[src/rtl/alu_ctrl_pkg.sv]
// ALU control codes and execute-stage FSM encoding.
// Shared between the ALU controller and the execute unit.
package alu_ctrl_pkg;

   localparam logic [3:0] ALU_AND  = 4'b0000;
   localparam logic [3:0] ALU_OR   = 4'b0001;
   localparam logic [3:0] ALU_ADD  = 4'b0010;
   localparam logic [3:0] ALU_SLL  = 4'b0011;
   localparam logic [3:0] ALU_SRLV = 4'b0100;
   localparam logic [3:0] ALU_JR   = 4'b0101;
   localparam logic [3:0] ALU_SUB  = 4'b0110;
   localparam logic [3:0] ALU_SLT  = 4'b0111;
   localparam logic [3:0] ALU_MUL  = 4'b1000;
   localparam logic [3:0] ALU_LUI  = 4'b1001;
   localparam logic [3:0] ALU_ORI  = 4'b1010;
   localparam logic [3:0] ALU_JAL  = 4'b1110;
   localparam logic [3:0] ALU_BGEZ = 4'b1111;

   typedef enum logic {
      S_IDLE = 1'b0,
      S_MUL  = 1'b1
   } state_t;

endpackage

[src/rtl/mul_iter.sv]
// Iterative shift-add multiplier, one partial product per cycle.
// Sequencing (start/run) is owned by the caller's FSM.
module mul_iter #(
   parameter int DATA_W = 32,
   parameter int CNT_W  = 6
) (
   input  logic              clk_i,
   input  logic              rst_i,
   input  logic              start,
   input  logic              run,
   input  logic [DATA_W-1:0] a,
   input  logic [DATA_W-1:0] b,
   output logic              done,
   output logic [DATA_W-1:0] prod
);

   logic [DATA_W-1:0] a_q;
   logic [DATA_W-1:0] b_q;
   logic [DATA_W-1:0] acc_q;
   logic [CNT_W-1:0]  cnt_q;
   logic [DATA_W-1:0] acc_nxt;

   assign acc_nxt = b_q[0] ? acc_q + a_q : acc_q;
   assign done    = run && (cnt_q == CNT_W'(DATA_W - 1));
   assign prod    = acc_nxt;

   // latch operands on start, then add one shifted multiplicand per cycle
   always_ff @(posedge clk_i or negedge rst_i) begin
      if (!rst_i) begin
         a_q   <= '0;
         b_q   <= '0;
         acc_q <= '0;
         cnt_q <= '0;
      end else if (start) begin
         a_q   <= a;
         b_q   <= b;
         acc_q <= '0;
         cnt_q <= '0;
      end else if (run) begin
         a_q   <= a_q << 1;
         b_q   <= b_q >> 1;
         acc_q <= acc_nxt;
         cnt_q <= cnt_q + 1'b1;
      end
   end

endmodule

[src/rtl/alu_exec_unit.sv]
// Execute-stage ALU: one-cycle ops plus an iterative multiply.
// ready_o drops while a multiply is iterating.
module alu_exec_unit
   import alu_ctrl_pkg::*;
#(
   parameter int DATA_W = 32,
   parameter int CNT_W  = 6
) (
   input  logic              clk_i,
   input  logic              rst_i,
   input  logic              flush_i,
   input  logic              valid_i,
   output logic              ready_o,
   input  logic [3:0]        ALUCtrl_i,
   input  logic [DATA_W-1:0] src1_i,
   input  logic [DATA_W-1:0] src2_i,
   input  logic [4:0]        shamt_i,
   output logic [DATA_W-1:0] result_o,
   output logic              zero_o,
   output logic              sign_o,
   output logic              valid_o
);

   state_t            state_q;
   logic              sign_q;
   logic              accept;
   logic              mul_start;
   logic              mul_run;
   logic              mul_done;
   logic [DATA_W-1:0] mul_prod;
   logic [DATA_W-1:0] op_res;
   logic              lt;

   assign ready_o   = (state_q == S_IDLE);
   assign accept    = valid_i && ready_o && !flush_i;
   assign mul_start = accept && (ALUCtrl_i == ALU_MUL);
   assign mul_run   = (state_q == S_MUL) && !flush_i;
   assign lt        = $signed(src1_i) < $signed(src2_i);

   mul_iter #(
      .DATA_W (DATA_W),
      .CNT_W  (CNT_W)
   ) u_mul (
      .clk_i (clk_i),
      .rst_i (rst_i),
      .start (mul_start),
      .run   (mul_run),
      .a     (src1_i),
      .b     (src2_i),
      .done  (mul_done),
      .prod  (mul_prod)
   );

   // single-cycle operation mux; unknown codes yield zero
   always_comb begin
      op_res = '0;
      unique case (ALUCtrl_i)
         ALU_AND:  op_res = src1_i & src2_i;
         ALU_OR:   op_res = src1_i | src2_i;
         ALU_ADD:  op_res = src1_i + src2_i;
         ALU_SUB:  op_res = src1_i - src2_i;
         ALU_SLT:  op_res = {{(DATA_W-1){1'b0}}, lt};
         ALU_SLL:  op_res = src2_i << shamt_i;
         ALU_SRLV: op_res = src2_i >> src1_i[4:0];
         ALU_JR:   op_res = src1_i;
         ALU_LUI:  op_res = src2_i << 16;
         ALU_ORI:  op_res = src1_i | {{(DATA_W-16){1'b0}}, src2_i[15:0]};
         ALU_BGEZ: op_res = src1_i;
         ALU_JAL:  op_res = src2_i;
         default:  op_res = '0;
      endcase
   end

   // handshake FSM and registered result/flags
   always_ff @(posedge clk_i or negedge rst_i) begin
      if (!rst_i) begin
         state_q  <= S_IDLE;
         result_o <= '0;
         zero_o   <= 1'b1;
         sign_o   <= 1'b0;
         sign_q   <= 1'b0;
         valid_o  <= 1'b0;
      end else begin
         valid_o <= 1'b0;
         if (flush_i) begin
            state_q <= S_IDLE;
         end else begin
            unique case (state_q)
               S_IDLE: begin
                  if (mul_start) begin
                     state_q <= S_MUL;
                     sign_q  <= src1_i[DATA_W-1];
                  end else if (accept) begin
                     result_o <= op_res;
                     zero_o   <= (op_res == '0);
                     sign_o   <= src1_i[DATA_W-1];
                     valid_o  <= 1'b1;
                  end
               end
               S_MUL: begin
                  if (mul_done) begin
                     state_q  <= S_IDLE;
                     result_o <= mul_prod;
                     zero_o   <= (mul_prod == '0);
                     sign_o   <= sign_q;
                     valid_o  <= 1'b1;
                  end
               end
               default: state_q <= S_IDLE;
            endcase
         end
      end
   end

endmodule
[config.mk]
export PLATFORM = sky130hd
export DESIGN_NAME = alu_exec_unit
export DESIGN_NICKNAME = d
export VERILOG_FILES = /design/src/rtl/alu_ctrl_pkg.sv /design/src/rtl/mul_iter.sv /design/src/rtl/alu_exec_unit.sv
export SDC_FILE = /design/constraint.sdc
export NUM_CORES = 1
export LEC_CHECK = 0
export ABC_AREA = 0
export CAP_MARGIN = 5
export CORE_UTILIZATION = 33
export DETAILED_ROUTE_END_ITERATION = 8
export PLACE_DENSITY = 0.57
export SKIP_LAST_GASP = 1
export SLEW_MARGIN = 10
export SYNTH_ARGS = -nofsm -noshare
export SYNTH_HDL_FRONTEND = slang
export SYNTH_HIERARCHICAL = 1
export SYNTH_SLANG_ARGS = --single-unit
[constraint.sdc]
create_clock -name clk_i -period 3.8 [get_ports clk_i]
set_input_delay 1.14 -clock clk_i [delete_from_list [all_inputs] [get_ports clk_i]]
set_output_delay 1.14 -clock clk_i [all_outputs]
set_load 0.02 [all_outputs]
# Word-level counts from Yosys, hierarchy flattened

Cells that the tools add are included.

Add/subtract/negate cells: 4
Magnitude comparators: 1
Eq/ne operators: 16
Shift-type cells: 2
Mux-type cells: 31
Bitwise gates (word level): 5
Reduce and logical (&&, ||, !) cells: 13

Operator list:

| operator              | number |
|---|---|
| $pmux W32 S11         | 1 |
| $mux W32              | 10 |
| $add A32 B32 Y32      | 2 |
| $logic_not A32 Y1     | 2 |
| $pmux W32 S2          | 1 |
| $and A32 B32 Y32      | 1 |
| $lt A32 B32 Y1        | 1 |
| $or A32 B16 Y32       | 1 |
| $or A32 B32 Y32       | 1 |
| $shl A32 B5 Y32       | 1 |
| $shr A32 B5 Y32       | 1 |
| $sub A32 B32 Y32      | 1 |
| $eq A4 B4 Y1 const B  | 5 |
| $eq A4 B3 Y1 const B  | 4 |
| $mux W1               | 13 |
| $mux W6               | 2 |
| $eq A4 B2 Y1 const B  | 2 |
| $pmux W1 S2           | 4 |
| $add A6 B1 Y6 const B | 1 |
| $eq A6 B5 Y1 const B  | 1 |
| $logic_and A1 B1 Y1   | 5 |
| $eq A4 B1 Y1 const B  | 1 |
| $logic_not A4 Y1      | 1 |
| $ne A2 B1 Y1 const B  | 2 |
| 7 further kinds       | 8 |

Flip-flop bits (word level): 139
Output and inout port bits: 36
Logic and storage cells: 82

# Longest topological paths before layout

Gate-level depths: netlist (run 1).

Depth after elaboration: 7
Mapped depth: 18
Mapped depth without buffers: 16

# Cells and area by module

The synthesis (run 1) kept the hierarchy.

By module, submodules not included:

| module        | times used | cells an instance | area each (um^2) | seq. area each (um^2) |
|---|---|---|---|---|
| alu_exec_unit | 1          | 1629              | 11822.6          | 927.1 |
| mul_iter      | 1          | 701               | 6506.2           | 2552.4 |

# Least setup slack after synthesis (run 1)

No wires, ideal clock.

Kind: input to register
Start point: input port src1_i[0]
End point: register zero_o
Arrival time: 4.647 ns
Required time: 3.714 ns
Slack: -0.933 ns
Stages on the path: 17
Path buffers: 3
Cell sequence: buf_2 buf_4 inv_1 buf_6 ha_1 inv_1 fa_1 nor2b_1 o21ai_0 nand3_1 a2111o_1 a221o_1 a2111oi_0 nand4_1 nor4_2 nand4_1 o31ai_2

Cells in the longest elaborated chain, start to end: 6

RTL lines:

| what                                     | RTL line             | source |
|---|---|---|
| start: declaration                       | alu_exec_unit.sv:15  | `input logic [DATA_W-1:0] src1_i,` |
| $sub A32 B32 Y32 (tied with other cells) | alu_exec_unit.sv:61  | `ALU_SUB: op_res = src1_i - src2_i;` |
| $pmux W32 S11 *                          | alu_exec_unit.sv:57  | `unique case (ALUCtrl_i)` |
| $logic_not A32 Y1 *                      | alu_exec_unit.sv:95  | `zero_o <= (op_res == '0);` |
| $mux W1 *                                | alu_exec_unit.sv:93  | `end else if (accept) begin` |
| $mux W1 *                                | alu_exec_unit.sv:90  | `if (mul_start) begin` |
| $pmux W1 S2 *                            | alu_exec_unit.sv:88  | `unique case (state_q)` |
| end signal: assignment                   | alu_exec_unit.sv:95  |  |
| end signal: assignment                   | alu_exec_unit.sv:104 | `zero_o <= (mul_prod == '0);` |
| end: declaration                         | alu_exec_unit.sv:19  | `output logic zero_o,` |

Every way passes the cells marked *; elsewhere a longest branch is shown, timed or not. The select of a mux whose other input is x is not followed.
A chain may end at the register's enable or synchronous reset.

# Final worst setup path (run 1)

Same ends and word-level chain as after synthesis.

==> flow_metrics.tcl, run 1 <==
set metrics [dict create \
    status "finished with violations" \
    violations "negative setup slack" \
    drtPass1Iterations 8 \
    syn_avg_cell_area_um2 7.87 \
    drcViolationCount 0 \
    syn-num-nets 2541 \
    drtIter0Drc 2222 \
    powerDensity_nw_per_um2 307 \
    worstPathCellList "buf_12, clkinv_8, ha_4, inv_2, fa_2, nor2b_4, o21ai_4, nand3_2, a2111o_1, buf_6, a221oi_4, o211ai_1, a221oi_2, xnor2_1, a211oi_2, buf_4, nand4b_1, o31ai_2" \
    grt_pass1_vias 22800 \
    fin_crit_sh 1.06 \
    worstReg2RegEnd "zero_o$_DFFE_PN1P_" \
    crit_required_ns 4.19 \
    drive_above_1_share 0.429 \
    combPwrFrac 0.566 \
    cts_tree "yes" \
    synthDominantCellAreaShare 0.188 \
    post-route-util 0.526 \
    tightest_slew_ns 1.11 \
    setup_violations 10 \
    setup_ws_ns -0.227 \
    mostFrequentLayoutCell "buf_4" \
    antenna_found_initial 5 \
    cts_buffers 17 \
    synth_ff_type "dfrtp_1" \
    reg2regPathDepth 16 \
    start_util 0.333 \
    ant_nets 0 \
    post-dp-hpwl_um 85500 \
    power_switching_mw 3.70 \
    synth-edff-count 0 \
    hold_viol 0 \
    fin_skew_ns 0.0201 \
    boundaryPins 113 \
    critPathLaunchType "input pin" \
    fin_area_um2 28900 \
    die_w_um 238 \
    power.share.sequential 0.233 \
    placementRows 86 \
    syn-cell-area_um2 18300 \
    dieArea_um2 56500 \
    cp-end-kind "flip-flop" \
    cp_max_fo 4 \
    clk_pin_slew_ns 0.06 \
    dieHeight_um 238 \
    synth_seq_area_share 0.190 \
    port_buffers 112 \
    fin_total_pwr_mw 8.89 \
    yosysTopAreaCell "dfrtp_1" \
    critPathArrivalTime_ns 4.41 \
    ctsHoldBuffers 0 \
    final_nets 3359 \
    clockBufferDepth 2 \
    switching_share 0.416 \
    grt_first_pass_wirelength_um 153000 \
    critPathMaxStageDelay_ns 0.48 \
    holdPathStages 2 \
    h-tree-depth 4 \
    p_int_mw 5.20 \
    postPlaceCellArea_um2 25700 \
    rsz0062_at_grt "true" \
    crit_buf_inv 5 \
    fmax_mhz 248 \
    yosys_warnings 6 \
    grt-ovfl-total 0 \
    hp-class "flip-flop to flip-flop" \
    core_area_um2 55000 \
    grt_use_total 0.370 \
    cp_slowest_cell "a2111o_1" \
    routabilityCongestion 1.02 \
    ys_types 105 \
    layout_common_cells "797 x buf_4, 254 x nand2_1, 164 x o21ai_0" \
    critical_path_class "input pin to flip-flop" \
    cts.sinks 139 \
    insertion_delay_ns 0.49 \
    syn2layout_area_growth_pct 57.8 \
    fin_crit_ns 4.03 \
    critical_path.top_delay_family "compound AO/OA/AOI/OAI gates" \
    yosys-top-cells-area "dfrtp_1 19%, ha_1 8.9%, mux2i_1 8.6%, nand2_1 5.4%, mux4_2 5.2%" \
    hp-start "result_o[3]$_DFFE_PN0P_" \
    vias 22900 \
    power.share.clock 0.201 \
    routed_wl_um 106000 \
    r2r-start "u_mul/a_q[0]$_DFFE_PN0P_" \
    async_flop_share 1.00 \
    ir_drop_v 0.000311 \
    root_buffer "clkbuf_16" \
    drv_slew 0 \
    whs_ns 0.474 \
    grt_max_degree 68 \
    cap_violations 0 \
    vias_per_cell 5.86 \
    ys_seq_elements 139 \
    maxSlewHeadroom 0.258 \
    netlist_instances 2330 \
    wl_per_cell_um 27.2 \
    r2r_slack_ns -0.21 \
    p_leak_nw 13.0 \
    whs_endpoint "result_o[3]$_DFFE_PN0P_" \
]
tightest hold or removal path: stages (launching register included):
cell and delay (ns):
dfrtp_1 0.34, nand2_1 0.04, o21ai_0 0.06
synth_stat cells, types with 34 or more instances:
| cell type | instances |
|---|---|
| mux2_2 | 52 |
| o211ai_1 | 34 |
| mux2i_1 | 157 |
| o21ai_0 | 187 |
| a21o_1 | 35 |
| nand2_1 | 262 |
| nand3_1 | 45 |
| nor2_1 | 176 |
| nor3_1 | 49 |
| buf_2 | 40 |
| mux4_2 | 42 |
| clkbuf_1 | 122 |
| inv_1 | 110 |
| a21oi_1 | 175 |
| ha_1 | 131 |
| dfrtp_1 | 138 |
routing by layer:
metal	routed length (um)	part of all wire	GRT usage	vias up
met5	0	0	0	-
met4	6320	0.059	0.200	0
li1	-	-	-	10300
met2	48300	0.45	0.598	1044
met3	7040	0.066	0.0434	274
met1	44800	0.42	0.482	11300
state kept, by name, summed over array words and instances (netlist names):
signal / cells
zero_o: 1
sign_o: 1
u_mul/a_q: 32
state_q: 1
valid_o: 1
sign_q: 1
result_o: 32
u_mul/acc_q: 32
u_mul/b_q: 32
u_mul/cnt_q: 6
worst max path at each step:
stage                     cells after the start      start                 end  slack (ns)
after floorplan                              17  src1_i[0]  zero_o$_DFFE_PN1P_       -0.58
after global placement                       17  src2_i[1]  zero_o$_DFFE_PN1P_       -1.69
after detailed placement                     17  src2_i[1]  zero_o$_DFFE_PN1P_       -1.63
after CTS                                    17  src2_i[0]  zero_o$_DFFE_PN1P_       -0.20
after global routing                         16  src2_i[5]  zero_o$_DFFE_PN1P_       -0.37
final                                        18  src1_i[0]  zero_o$_DFFE_PN1P_       -0.23
power by group through the flow:
stage	clock network [mW]	logic [mW]	registers, mW
6_report	1.79	5.03	2.07
5_1_grt	1.87	5.32	2.10
4_1_cts	1.83	4.81	2.07
3_5_place_dp	0	4.41	2.09
3_3_place_gp	0	4.37	2.08
2_1_floorplan	0	2.13	2.07
through the flow:
stage	TNS [ns]	worst slack, ns	std cells
4_1_cts	-0.649	-0.198	3882
2_1_floorplan	-2.13	-0.580	2330
5_1_grt	-2.15	-0.366	3909
6_report	-0.816	-0.227	3913
3_3_place_gp	-32.52	-1.69	3785
3_5_place_dp	-33.04	-1.63	3785
cell families (layout without fill, tap and decap cells):
kind of cell / count (synthesis) / in the layout / share of synthesized area
other cells: 0 / 4 / 0
mux: 256 / 256 / 0.175
buf+inv: 305 / 1136 / 0.0704
simple gates: 711 / 711 / 0.183
flops: 139 / 139 / 0.190
xor+xnor: 51 / 51 / 0.0244
fa+ha+maj: 134 / 134 / 0.0927
compound gates: 734 / 734 / 0.265
repair_timing:
item | in CTS | in global routing
cloned | 1 | 1
gates resized for setup | 460 | 134
pin swaps | 116 | 87
setup endpoints to repair | 30 | 24
setup buffers | 69 | 31
final cells by class:
class                      count  area, um2
clock buffer                  19        433
timing repair buffer         990       8110
antenna                        4       10.0
tap                          748        936
sequential                   139       3480
inverter                     114        468
clock inverter                13        170
fill                        5183      26100
multi-input combinational   1886      15300
Note: power is estimated with default switching activity, not from simulation.
==> inputs of run 2 (changes only) <==
--- a/config.mk
+++ b/config.mk
@@ -7,6 +7,7 @@
 export LEC_CHECK = 0
 export ABC_AREA = 0
 export CAP_MARGIN = 5
+export CORE_ASPECT_RATIO = 1.25
 export CORE_UTILIZATION = 33
 export DETAILED_ROUTE_END_ITERATION = 8
 export PLACE_DENSITY = 0.57
==> run 2 against run 1 <==
Net effect: worst setup slack got worse by 0.0046 ns; via count fell by 0.89%; global-route usage rose by 0.63 points; fmax fell by 0.11%; worst hold slack improved by 0.0048 ns; clock power barely moved; critical path depth fell by 3; critical path type unchanged; the flow still finishes with violations (negative setup slack).
==> flow_metrics.tcl, run 2 (synthesis gave the netlist of run 1 again) <==
set metrics [dict create \
    boundaryPins 113 \
    antenna_found_initial 3 \
    violations "negative setup slack" \
    powerDensity_nw_per_um2 305 \
    insertion_delay_ns 0.49 \
    drcViolationCount 0 \
    drive_above_1_share 0.429 \
    clk_pin_slew_ns 0.07 \
    placementRows 96 \
    whs_endpoint "result_o[11]$_DFFE_PN0P_" \
    grt_max_degree 68 \
    core_area_um2 54900 \
    hp-start "result_o[11]$_DFFE_PN0P_" \
    maxSlewHeadroom 0.297 \
    critPathLaunchType "input pin" \
    placed_cells 3755 \
    die_w_um 213 \
    cp_slowest_cell "a2111o_1" \
    fin_skew_ns 0.0123 \
    critPathMaxStageDelay_ns 0.52 \
    hold_viol 0 \
    drv_slew 0 \
    grt_use_total 0.377 \
    r2r_slack_ns -0.15 \
    grt_first_pass_wirelength_um 153000 \
    cts_tree "yes" \
    holdPathStages 2 \
    wl_per_cell_um 27.4 \
    ir_drop_v 0.000280 \
    final_cell_count_no_fill 3910 \
    grt_pass1_vias 22900 \
    setup_ws_ns -0.232 \
    layout_common_cells "784 x buf_4, 256 x nand2_1, 164 x nor2_1" \
    p_leak_nw 13.3 \
    ant_nets 0 \
    fmax_mhz 248 \
    syn2layout_area_growth_pct 60.1 \
    critPathArrivalTime_ns 4.43 \
    cts.sinks 139 \
    start_util 0.334 \
    grt-ovfl-total 0 \
    ctsHoldBuffers 0 \
    port_buffers 112 \
    fin_area_um2 29300 \
    cp_max_fo 5 \
    fin_crit_ns 4.03 \
    clockBufferDepth 2 \
    routed_wl_um 107000 \
    setup_violations 7 \
    routabilityCongestion 1.02 \
    vias_per_cell 5.81 \
    crit_buf_inv 3 \
    post-dp-hpwl_um 86100 \
    worstPathCellList "buf_12, buf_12, fa_2, nor2b_4, o21ai_4, nand3_2, a2111o_1, a221oi_4, buf_4, a21oi_2, xnor2_1, o211ai_1, nor4_4, nand4_1, o31ai_2" \
    h-tree-depth 4 \
    drtIter0Drc 1793 \
    critical_path_class "input pin to flip-flop" \
    fin_crit_sh 1.06 \
    hp-class "flip-flop to flip-flop" \
    final_nets 3372 \
    cap_violations 0 \
    root_buffer "clkbuf_16" \
    post-route-util 0.535 \
    postPlaceCellArea_um2 25600 \
    cts_buffers 17 \
    dieHeight_um 265 \
    drtPass1Iterations 5 \
    cpMostUsedCell "buf_12" \
    vias 22700 \
    tns_ns -0.664 \
    tightest_slew_ns 1.05 \
    cp-end-kind "flip-flop" \
    reg2regPathDepth 17 \
    status "finished with violations" \
    mostFrequentLayoutCell "buf_4" \
    rsz0062_at_grt "true" \
    crit_required_ns 4.20 \
    r2r-start "u_mul/a_q[0]$_DFFE_PN0P_" \
    dieArea_um2 56500 \
    critical_path.top_delay_family "compound AO/OA/AOI/OAI gates" \
    worstReg2RegEnd "zero_o$_DFFE_PN1P_" \
]
run 2: cell types whose count changed in the layout (fill, tap and decap cells not counted), sizes merged, moves of 3 or more:
cell / previous run / this run
dlygate4sd2: 14 / 23
inv: 112 / 119
buf: 910 / 914
bufbuf: 0 / 4
clkbuf: 25 / 22
clkdlybuf4s15: 10 / 7
clkdlybuf4s50: 50 / 47
clkinvlp: 5 / 2
diode: 4 / 1
dlymetal6s2s: 0 / 3
run 2: final cells by class:
| type | instances | area [um2] |
|---|---|---|
| fill | 5252 | 25500 |
| multi-input combinational | 1886 | 15300 |
| timing repair buffer | 1003 | 8530 |
| sequential | 139 | 3480 |
| tap | 735 | 920 |
| inverter | 114 | 474 |
| clock buffer | 17 | 425 |
| clock inverter | 15 | 178 |
| antenna | 1 | 2.50 |
run 2: metrics by stage:
step / hold WS (ns) / power [mW] / setup slack [ns]
5_1_grt: 0.505 / 9.38 / -0.356
4_1_cts: 0.483 / 8.73 / -0.275
6_report: 0.479 / 8.96 / -0.232
3_5_place_dp: 0.468 / 6.47 / -1.67
2_1_floorplan: 0.450 / 4.20 / -0.580
3_3_place_gp: 0.459 / 6.44 / -1.66
run 2: repair_timing:
item | in CTS | in global routing
endpoints found under the setup margin | 28 | 22
buffers inserted | 86 | 42
resized for setup | 433 | 182
pin swaps | 109 | 105
cloned | 5 | 0
run 2: metal layers:
metal	GRT usage	up-vias	share of wire
met3	0.0534	312	0.053
met5	0	-	0.00023
met2	0.625	963	0.47
met4	0.258	4	0.079
li1	-	10300	-
met1	0.447	11200	0.40
run 2: worst max path at each step:
stage | start | to | depth (start not counted)
after global routing | u_mul/a_q[0]$_DFFE_PN0P_ | zero_o$_DFFE_PN1P_ | 17
after floorplan | src1_i[0] | zero_o$_DFFE_PN1P_ | 17
after detailed placement | src2_i[0] | zero_o$_DFFE_PN1P_ | 16
after global placement | src2_i[0] | zero_o$_DFFE_PN1P_ | 16
final | src1_i[1] | zero_o$_DFFE_PN1P_ | 15
after CTS | src1_i[0] | zero_o$_DFFE_PN1P_ | 18
run 2: power by group:
group | leakage, nW | total, mW | internal, mW | switching, mW
registers | 1.83 | 2.02 | 1.79 | 0.232
clock network | 0.293 | 1.81 | 0.991 | 0.821
logic | 11.2 | 5.12 | 2.44 | 2.68
total | 13.3 | 8.96 | 5.22 | 3.73
run 2: tightest hold or removal path: stages, from the launching register on:
cell     delay, ns
dfrtp_1       0.35
nand2_1       0.05
nand2_1       0.05
